`config.mk`:
```
export PLATFORM = sky130hd
export DESIGN_NAME = mux7_rr_arbiter
export DESIGN_NICKNAME = d
export VERILOG_FILES = /design/src/rtl/mux7_arb_pkg.sv /design/src/rtl/rr_pick7.sv /design/src/rtl/mux7_rr_arbiter.sv
export SDC_FILE = /design/constraint.sdc
export NUM_CORES = 1
export LEC_CHECK = 0
export CAP_MARGIN = 25
export CELL_PAD_IN_SITES_DETAIL_PLACEMENT = 0
export CELL_PAD_IN_SITES_GLOBAL_PLACEMENT = 1
export CORE_MARGIN = 1.5
export CORE_UTILIZATION = 46
export DETAILED_ROUTE_END_ITERATION = 8
export PLACE_DENSITY_LB_ADDON = 0.1
export SYNTH_ARGS = -nofsm -noshare
export SYNTH_HDL_FRONTEND = slang
export SYNTH_SLANG_ARGS = --single-unit
```
`constraint.sdc`:
```
create_clock -name clock -period 5.5 [get_ports clock]
set_input_delay 0.825 -clock clock [delete_from_list [all_inputs] [get_ports clock]]
set_output_delay 0.825 -clock clock [all_outputs]
set_load 0.005 [all_outputs]
```
`src/rtl/mux7_arb_pkg.sv`:
```
// Shared types and helpers for the 7-way round-robin mux arbiter.
// Requester count, select width, FSM states and index wrap.
package mux7_arb_pkg;

  localparam int N_REQ = 7;
  localparam int SEL_W = 3;

  typedef enum logic {
    IDLE,
    HOLD
  } state_t;

  function automatic logic [SEL_W-1:0] next_idx(
    input logic [SEL_W-1:0] i
  );
    if (i == SEL_W'(N_REQ - 1))
      return '0;
    return i + SEL_W'(1);
  endfunction

endpackage

```
`src/rtl/rr_pick7.sv`:
```
// Combinational round-robin pick over 7 requesters.
// Scans upward from ptr with 6->0 wrap; first set bit wins.
import mux7_arb_pkg::*;

module rr_pick7 (
  input  logic [N_REQ-1:0] req,
  input  logic [SEL_W-1:0] ptr,
  output logic             found,
  output logic [SEL_W-1:0] idx
);

  always_comb begin
    logic [SEL_W-1:0] j;
    found = 1'b0;
    idx   = '0;
    j     = ptr;
    for (int k = 0; k < N_REQ; k++) begin
      if (!found && req[j]) begin
        found = 1'b1;
        idx   = j;
      end
      j = next_idx(j);
    end
  end

endmodule

```
`src/rtl/mux7_rr_arbiter.sv`:
```
// Round-robin arbiter sharing a 7:1 one-bit mux channel.
// Bounded hold quantum, early release, registered data bit.
import mux7_arb_pkg::*;

module mux7_rr_arbiter #(
  parameter int HOLD_CYCLES = 4,
  parameter int CNT_W       = 8
) (
  input  logic             clock,
  input  logic             reset_n,
  input  logic [N_REQ-1:0] req,
  input  logic [N_REQ-1:0] data_in,
  output logic [N_REQ-1:0] grant,
  output logic [SEL_W-1:0] sel,
  output logic             busy,
  output logic             data_out
);

  localparam logic [CNT_W-1:0] CNT_LOAD =
    CNT_W'(HOLD_CYCLES - 1);

  state_t           state, state_n;
  logic [CNT_W-1:0] cnt, cnt_n;
  logic [SEL_W-1:0] ptr, ptr_n;
  logic [SEL_W-1:0] sel_n;
  logic [N_REQ-1:0] grant_n;
  logic             busy_n;
  logic             term;
  logic [SEL_W-1:0] pick_ptr;
  logic [SEL_W-1:0] pick_idx;
  logic             pick_found;

  assign term = (cnt == '0) || !req[sel];

  // On termination the holder drops to lowest priority.
  assign pick_ptr =
    (state == HOLD) ? next_idx(sel) : ptr;

  rr_pick7 u_pick (
    .req   (req),
    .ptr   (pick_ptr),
    .found (pick_found),
    .idx   (pick_idx)
  );

  always_comb begin
    state_n = state;
    cnt_n   = cnt;
    ptr_n   = ptr;
    sel_n   = sel;
    busy_n  = busy;
    grant_n = grant;
    unique case (1'b1)
      (state == IDLE): begin
        if (pick_found) begin
          state_n = HOLD;
          sel_n   = pick_idx;
          busy_n  = 1'b1;
          cnt_n   = CNT_LOAD;
          grant_n = N_REQ'(1) << pick_idx;
        end
      end
      (state == HOLD): begin
        if (!term) begin
          cnt_n = cnt - CNT_W'(1);
        end else begin
          ptr_n = next_idx(sel);
          if (pick_found) begin
            sel_n   = pick_idx;
            cnt_n   = CNT_LOAD;
            grant_n = N_REQ'(1) << pick_idx;
          end else begin
            state_n = IDLE;
            sel_n   = '0;
            busy_n  = 1'b0;
            cnt_n   = '0;
            grant_n = '0;
          end
        end
      end
      default: ;
    endcase
  end

  always_ff @(posedge clock or negedge reset_n) begin
    if (!reset_n) begin
      state    <= IDLE;
      cnt      <= '0;
      ptr      <= '0;
      sel      <= '0;
      busy     <= 1'b0;
      grant    <= '0;
      data_out <= 1'b0;
    end else begin
      state    <= state_n;
      cnt      <= cnt_n;
      ptr      <= ptr_n;
      sel      <= sel_n;
      busy     <= busy_n;
      grant    <= grant_n;
      data_out <= busy_n ? data_in[sel_n] : 1'b0;
    end
  end

endmodule

```
==> reports/metrics.yaml, run 1 <==
worstPathCellList: "buf_4 > or3b_1 > a21oi_1 > o21ai_0 > a21boi_2 > o211ai_4 > or3_1 > o31a_1 > nand2b_1 > mux2_1 > mux2i_1 > o2bb2ai_1"
fin_crit_ns: 4.21
slew_violations: 0
hp-class: "reg2reg"
final_nets: 346
drt-total-wl_mm: 7.73
clock_path_buffers: 2
clkSinkCount: 24
worstSkewPairLatency_ns: 0.27
io_buffer_count: 27
postCtsSetupBuffers: 0
grt_start_max_net_pins: 35
cts_root_buf: "clkbuf_8"
relSlewSlack_pct: 39.3
cts_tree: "done"
cp.depth: 12
crit_path_max_fanout: 34
avgRoutedWirePerCell_um: 19.3
maxClockFrequency_mhz: 237
ant_nets: 0
drive_gt1_share_pct: 11.0
status: "complete, no violations"
hold_violations: 0
netlist.area_leader.share_pct: 23.2
antenna_found_initial: 0
crit_path_start_kind: "register"
syn-num-nets: 334
synthCells: 317
syn_avg_cell_area_um2: 8.18
grt_overflow: 0
ctsResizeCount: 0
synth-seq-cells: 24
cts.htree.levels: 1
synth_area_um2: 2590
synth_largest_area_cell: "dfrtp_1"
rows: 27
setup_viol: 0
layout_commonest_cell: "clkdlybuf4s50_1"
finalClockSkew_ns: 0.00389
die_area_um2: 6090
crit_slowest_cell: "dfrtp_1"
reg2reg_depth: 12
synth-edff-count: 0
cts.hold.buffers_added: 0
grt_use_total_pct: 26.4
dp.cells: 396
drt-initial-drc-count: 350
num_io_pins: 28
num_antenna_cells: 0
ys_top_cells_by_area: "dfrtp_1 23%, o21ai_0 4.6%, nand2_1 3.8%, nor2_1 3.2%, mux2i_1 2.7%"
async_reset_ff_share_pct: 100
drcViolationCount: 0
arrival_ns: 4.37
final_cell_mix: "27 x clkdlybuf4s50_1, 26 x nand2_1, 24 x o21ai_0, 24 x dfrtp_1, 22 x nor2_1"
drv_cap: 0
dieWidth_um: 78.1
critPathTopFamily: "compound AO/OA/AOI/OAI gates"
ys_seq_area_share_pct: 23.2
syn_to_final_growth_pct: 12.5
yosys_warnings: 0
setup_tns_ns: 0
dpl.hpwl_mm: 5.79
start_util_pct: 47.4
worst_pin_slew_ns: 0.910
cts_buffers: 3
num_vias: 2716
finalCritPeriodShare_pct: 76.6
final_cell_count_no_fill: 400
synthFlopType: "dfrtp_1"
synth.distinct_cells: 85
critPathKind: "reg2reg"
path_buf_inv: 1
required_ns: 5.66
min_delay_path_depth: 2
first_pass_iters: 6
clkSlewWorstSetupHoldPaths_ns: 0.08
grt_pass1_vias: 2571
critPathMaxStageDelay_ns: 0.95
core_area_um2: 5470
place.gp.congestion: 0.955
grt_pass1_wl_mm: 12.9
grt_setup_unrepaired: "no"
vias_per_cell: 6.79
die_y_um: 78.1
endpoint_kind: "register"
-- per-stage QoR --
stage               area, µm²  hold slack [ns]  util, %  setup WS [ns]
finish                   2920            0.487     53.3           1.29
global route             2920            0.521     53.3          0.872
CTS                      2920            0.499     53.3           1.33
detailed placement       2860            0.479     52.3           1.27
global placement         2830            0.467     51.8           1.28
floorplan                2590            0.453        -           2.13
-- path summary, 6_finish.rpt --
kind                                from       end  slack [ns]
worst min-delay path            grant[4]  grant[4]        0.49
max in group asynchronous        reset_n    sel[0]        4.20
min in group asynchronous        reset_n    cnt[5]        0.86
worst max register to register     state  data_out        1.29
worst min register to register  grant[4]  grant[4]        0.49
worst max-delay path               state  data_out        1.29
-- routing by layer --
layer | track usage, % | part of all wire, % | vias to the layer above
li1 | - | - | 1267
met5 | 0 | 0 | -
met1 | 34.9 | 45 | 1287
met2 | 42.0 | 45 | 129
met3 | 3.26 | 5.6 | 33
met4 | 13.9 | 4.4 | 0
-- cell families after synthesis --
logic type,share of synthesized area (%)
and+or+nand+nor,26.7
AOI/OAI and AO/OA,37.8
buffers and inverters,5.94
DFF,23.2
muxes,4.87
xor gates and xnor gates,1.01
adders and majority gates,0.483
-- final cells by class --
type / instances / area (µm²)
Multi-Input combinational cell: 264 / 1840
Clock buffer: 4 / 55.1
Sequential cell: 24 / 601
Tap cell: 72 / 90.1
Fill cell: 537 / 2560
Inverter: 7 / 26.3
Timing Repair Buffer: 29 / 305
-- synth_stat cells (6+ instances only) --
cell	instances
inv_1	7
a21oi_1	9
nor2_1	22
nand2_1	26
buf_2	12
dfrtp_1	24
mux2i_1	7
nor3_1	7
a31oi_1	10
nor4_1	6
o21ai_0	24
or3_1	6
nand3_1	8
nand2b_1	10
-- tightest hold or removal path, stage by stage, from the launching register on --
cell	delay, ns
dfrtp_1	0.35
nand2_1	0.04
o21ai_0	0.06
-- registers in the layout, summed over array words and instances (netlist names) --
name and count:
cnt 8, ptr 3, grant 7, sel 3, busy 1, data_out 1, state 1
Power of run 1 is not shown: default switching activity piles up to over one toggle a cycle in this logic, so the estimate is an artifact.
==> inputs of run 2 (changes only) <==
--- a/config.mk
+++ b/config.mk
@@ -9,7 +9,7 @@
 export CELL_PAD_IN_SITES_DETAIL_PLACEMENT = 0
 export CELL_PAD_IN_SITES_GLOBAL_PLACEMENT = 1
 export CORE_MARGIN = 1.5
-export CORE_UTILIZATION = 46
+export CORE_UTILIZATION = 39
 export DETAILED_ROUTE_END_ITERATION = 8
 export PLACE_DENSITY_LB_ADDON = 0.1
 export SYNTH_ARGS = -nofsm -noshare
==> constraint.sdc (replaced) <==
create_clock -name clock -period 3.5 [get_ports clock]
set_input_delay 0.525 -clock clock [delete_from_list [all_inputs] [get_ports clock]]
set_output_delay 0.525 -clock clock [all_outputs]
set_load 0.005 [all_outputs]
==> run 2 against run 1 <==
First-iteration DRC count is 41% lower. Wire length is 13% higher. Cell count is 18% higher. Worst hold slack better by 0.0082 ns. Via count is 8.2% higher. Critical path type unchanged. Highest routed layer unchanged. Global-route usage is 2.2 points lower. Setup slack worse by 1.1 ns. Maximum frequency is 26% higher. Critical endpoint unchanged. Non-clock buffer count is 65 higher. Die area is 17% higher. Core utilization is 2.1 points higher.
==> reports/metrics.yaml, run 2 (synthesis gave the netlist of run 1 again) <==
critPathKind: "reg2reg"  # unchanged
final_cell_area_um2: 3530  # was 2920 µm²
cts_tree: "done"  # unchanged
layout_commonest_cell: "buf_4"  # was clkdlybuf4s50_1
maxClockFrequency_mhz: 298  # was 237 MHz
hp-class: "reg2reg"  # unchanged
crit_slowest_cell: "or4_4"  # was dfrtp_1
fin_crit_ns: 3.36  # was 4.21 ns
grt_pass1_vias: 2742  # was 2571
ant_nets: 0  # unchanged
drive_gt1_share_pct: 30.5  # was 11.0%
max-vdd-ir-drop_mv: 0.742
core_area_um2: 6390  # was 5470 µm²
num_vias: 2939  # was 2716
worstPathCellList: "or3b_4 > a31oi_4 > buf_4 > nor4_2 > or4_4 > o21ai_0 > a31oi_1 > a31oi_1 > nand2b_1 > mux2_1 > mux2i_1 > o2bb2ai_1"  # was buf_4 > or3b_1 > a21oi_1 > o21ai_0 > a21boi_2 > o211ai_4 > or3_1 > o31a_1 > nand2b_1 > mux2_1 > mux2i_1 > o2bb2ai_1
crit_path_start_kind: "register"  # unchanged
drt-initial-drc-count: 208  # was 350
critPathTopFamily: "simple AND/OR/NAND/NOR gates"  # was compound AO/OA/AOI/OAI gates
endpoint_kind: "register"  # unchanged
path_buf_inv: 1  # unchanged
status: "complete, no violations"  # unchanged
worst_pin_slew_ns: 0.589  # was 0.910 ns
cp.depth: 12  # unchanged
syn_to_final_growth_pct: 36.3  # was 12.5%
largestRegisters: "cnt x8, grant x7"  # unchanged
place.gp.congestion: 0.971  # was 0.955
num_io_pins: 28  # unchanged
cp-startpoint: "sel[2]"  # was state
dpl.hpwl_mm: 6.74  # was 5.79 mm
reg2reg_depth: 12  # unchanged
worstReg2RegEnd: "data_out"  # unchanged
clock_path_buffers: 2  # unchanged
top_register: "cnt"  # unchanged
grt_use_total_pct: 24.2  # was 26.4%
finalCritPeriodShare_pct: 95.9  # was 76.6%
placed_area_um2: 3310  # was 2860 µm²
dieWidth_um: 84.5  # was 78.1 µm
final_nets: 411  # was 346
nFillCells: 620  # was 537
drt-total-wl_mm: 8.76  # was 7.73 mm
clkSlewWorstSetupHoldPaths_ns: 0.10  # was 0.08 ns
drcViolationCount: 0  # unchanged
relSlewSlack_pct: 60.6  # was 39.3%
crit_path_max_fanout: 7  # was 34
clkSinkCount: 24  # unchanged
cts.htree.levels: 1  # unchanged
start_util_pct: 40.6  # was 47.4%
setup.worst_path.end: "data_out"  # unchanged
num_antenna_cells: 0  # unchanged
slew_violations: 0  # unchanged
drv_cap: 0  # unchanged
vias_per_cell: 6.25  # was 6.79
final_cell_mix: "65 x buf_4, 27 x clkdlybuf4s50_1, 26 x nand2_1, 24 x o21ai_0, 22 x nor2_1"  # was 27 x clkdlybuf4s50_1, 26 x nand2_1, 24 x o21ai_0, 24 x dfrtp_1, 22 x nor2_1
leakage_uw: 0.00143
finalClockSkew_ns: 0.00813  # was 0.00389 ns
cts.hold.buffers_added: 0  # unchanged
setup_viol: 0  # unchanged
crit_top_cell: "a31oi_1"
worstSkewPairLatency_ns: 0.28  # was 0.27 ns
arrival_ns: 3.52  # was 4.37 ns
r2r_setup_slack_ns: 0.14  # was 1.29 ns
die_area_um2: 7150  # was 6090 µm²
rows: 29  # was 27
grt_overflow: 0  # unchanged
critPathMaxStageDelay_ns: 0.60  # was 0.95 ns
grt_pass1_wl_mm: 13.9  # was 12.9 mm
cts_root_buf: "clkbuf_8"  # unchanged
avgRoutedWirePerCell_um: 18.6  # was 19.3 µm
reg2reg_from: "sel[2]"  # was state
antenna_found_initial: 0  # unchanged
power_uw: 4480
grt_start_max_net_pins: 16  # was 35
required_ns: 3.67  # was 5.66 ns
cts_buffers: 3  # unchanged
first_pass_iters: 5  # was 6
largest_reg_flops: 8  # unchanged
io_buffer_count: 27  # unchanged
p_per_area_nw_per_um2: 1270
die_y_um: 84.5  # was 78.1 µm
hold_violations: 0  # unchanged
run 2: cell type report:
cell class,instances,area (µm²),area share [%]
sequential,24,607,17.2
timing repair buffer,94,797,22.5
clock buffer,3,41.3,1.17
inverter,7,26.3,0.743
multi-input combinational,264,1940,54.8
clock inverter,1,30.0,0.850
tap,77,96.3,2.73
run 2: layer usage:
metal  GRT usage, %  up-vias  part of all wire [%]
met5              0        -                     0
met4           9.82        0                   3.7
met3           3.24       27                   6.0
met2           38.9      134                    45
met1           32.8     1376                    45
li1               -     1402                     -
run 2: timing repair:
action / 4_1_cts / 5_1_grt
setup endpoints to repair: 1 / 10
gates resized for setup: 2 / 24
setup buffers: 0 / 6
pin swaps: 0 / 5
run 2: worst min path at each step:
stage,start,endpoint,slack [ns],cells after the start
2_1_floorplan,reset_n,busy,0.23,0
3_3_place_gp,grant[4],grant[4],0.47,2
3_5_place_dp,grant[6],grant[6],0.48,2
4_1_cts,grant[4],grant[4],0.50,2
5_1_grt,grant[2],grant[2],0.53,1
6_report,cnt[7],cnt[7],0.50,1
run 2: stage by stage:
stage	setup TNS (ns)	hold slack, ns	std cells	setup WS, ns	utilization (%)
floorplan	0	0.229	317	0.131	-
global placement	0	0.467	459	0.0168	51.4
detailed placement	-0.0106	0.480	460	-0.0106	51.8
CTS	0	0.500	464	0.0578	53.1
global route	-0.0103	0.532	470	-0.0103	55.3
finish	0	0.495	470	0.145	55.3
run 2: power breakdown:
| part | switching (µW) | internal (µW) | leakage (µW) |
|---|---|---|---|
| Combinational | 1910 | 1770 | 0.00110 |
| Clock | 100 | 153 | 0.0000357 |
| Sequential | 142 | 403 | 0.000296 |
| Total | 2150 | 2330 | 0.00143 |
run 2: worst reg2reg max path: cells and delay by family (launching register included):
kind | cells | cell delay, ns
and+or+nand+nor | 4 | 1.30
AOI/OAI and AO/OA | 5 | 0.83
DFF | 1 | 0.47
muxes | 2 | 0.45
buffers and inverters | 1 | 0.19
No activity file was read; power rests on OpenSTA's default activity.
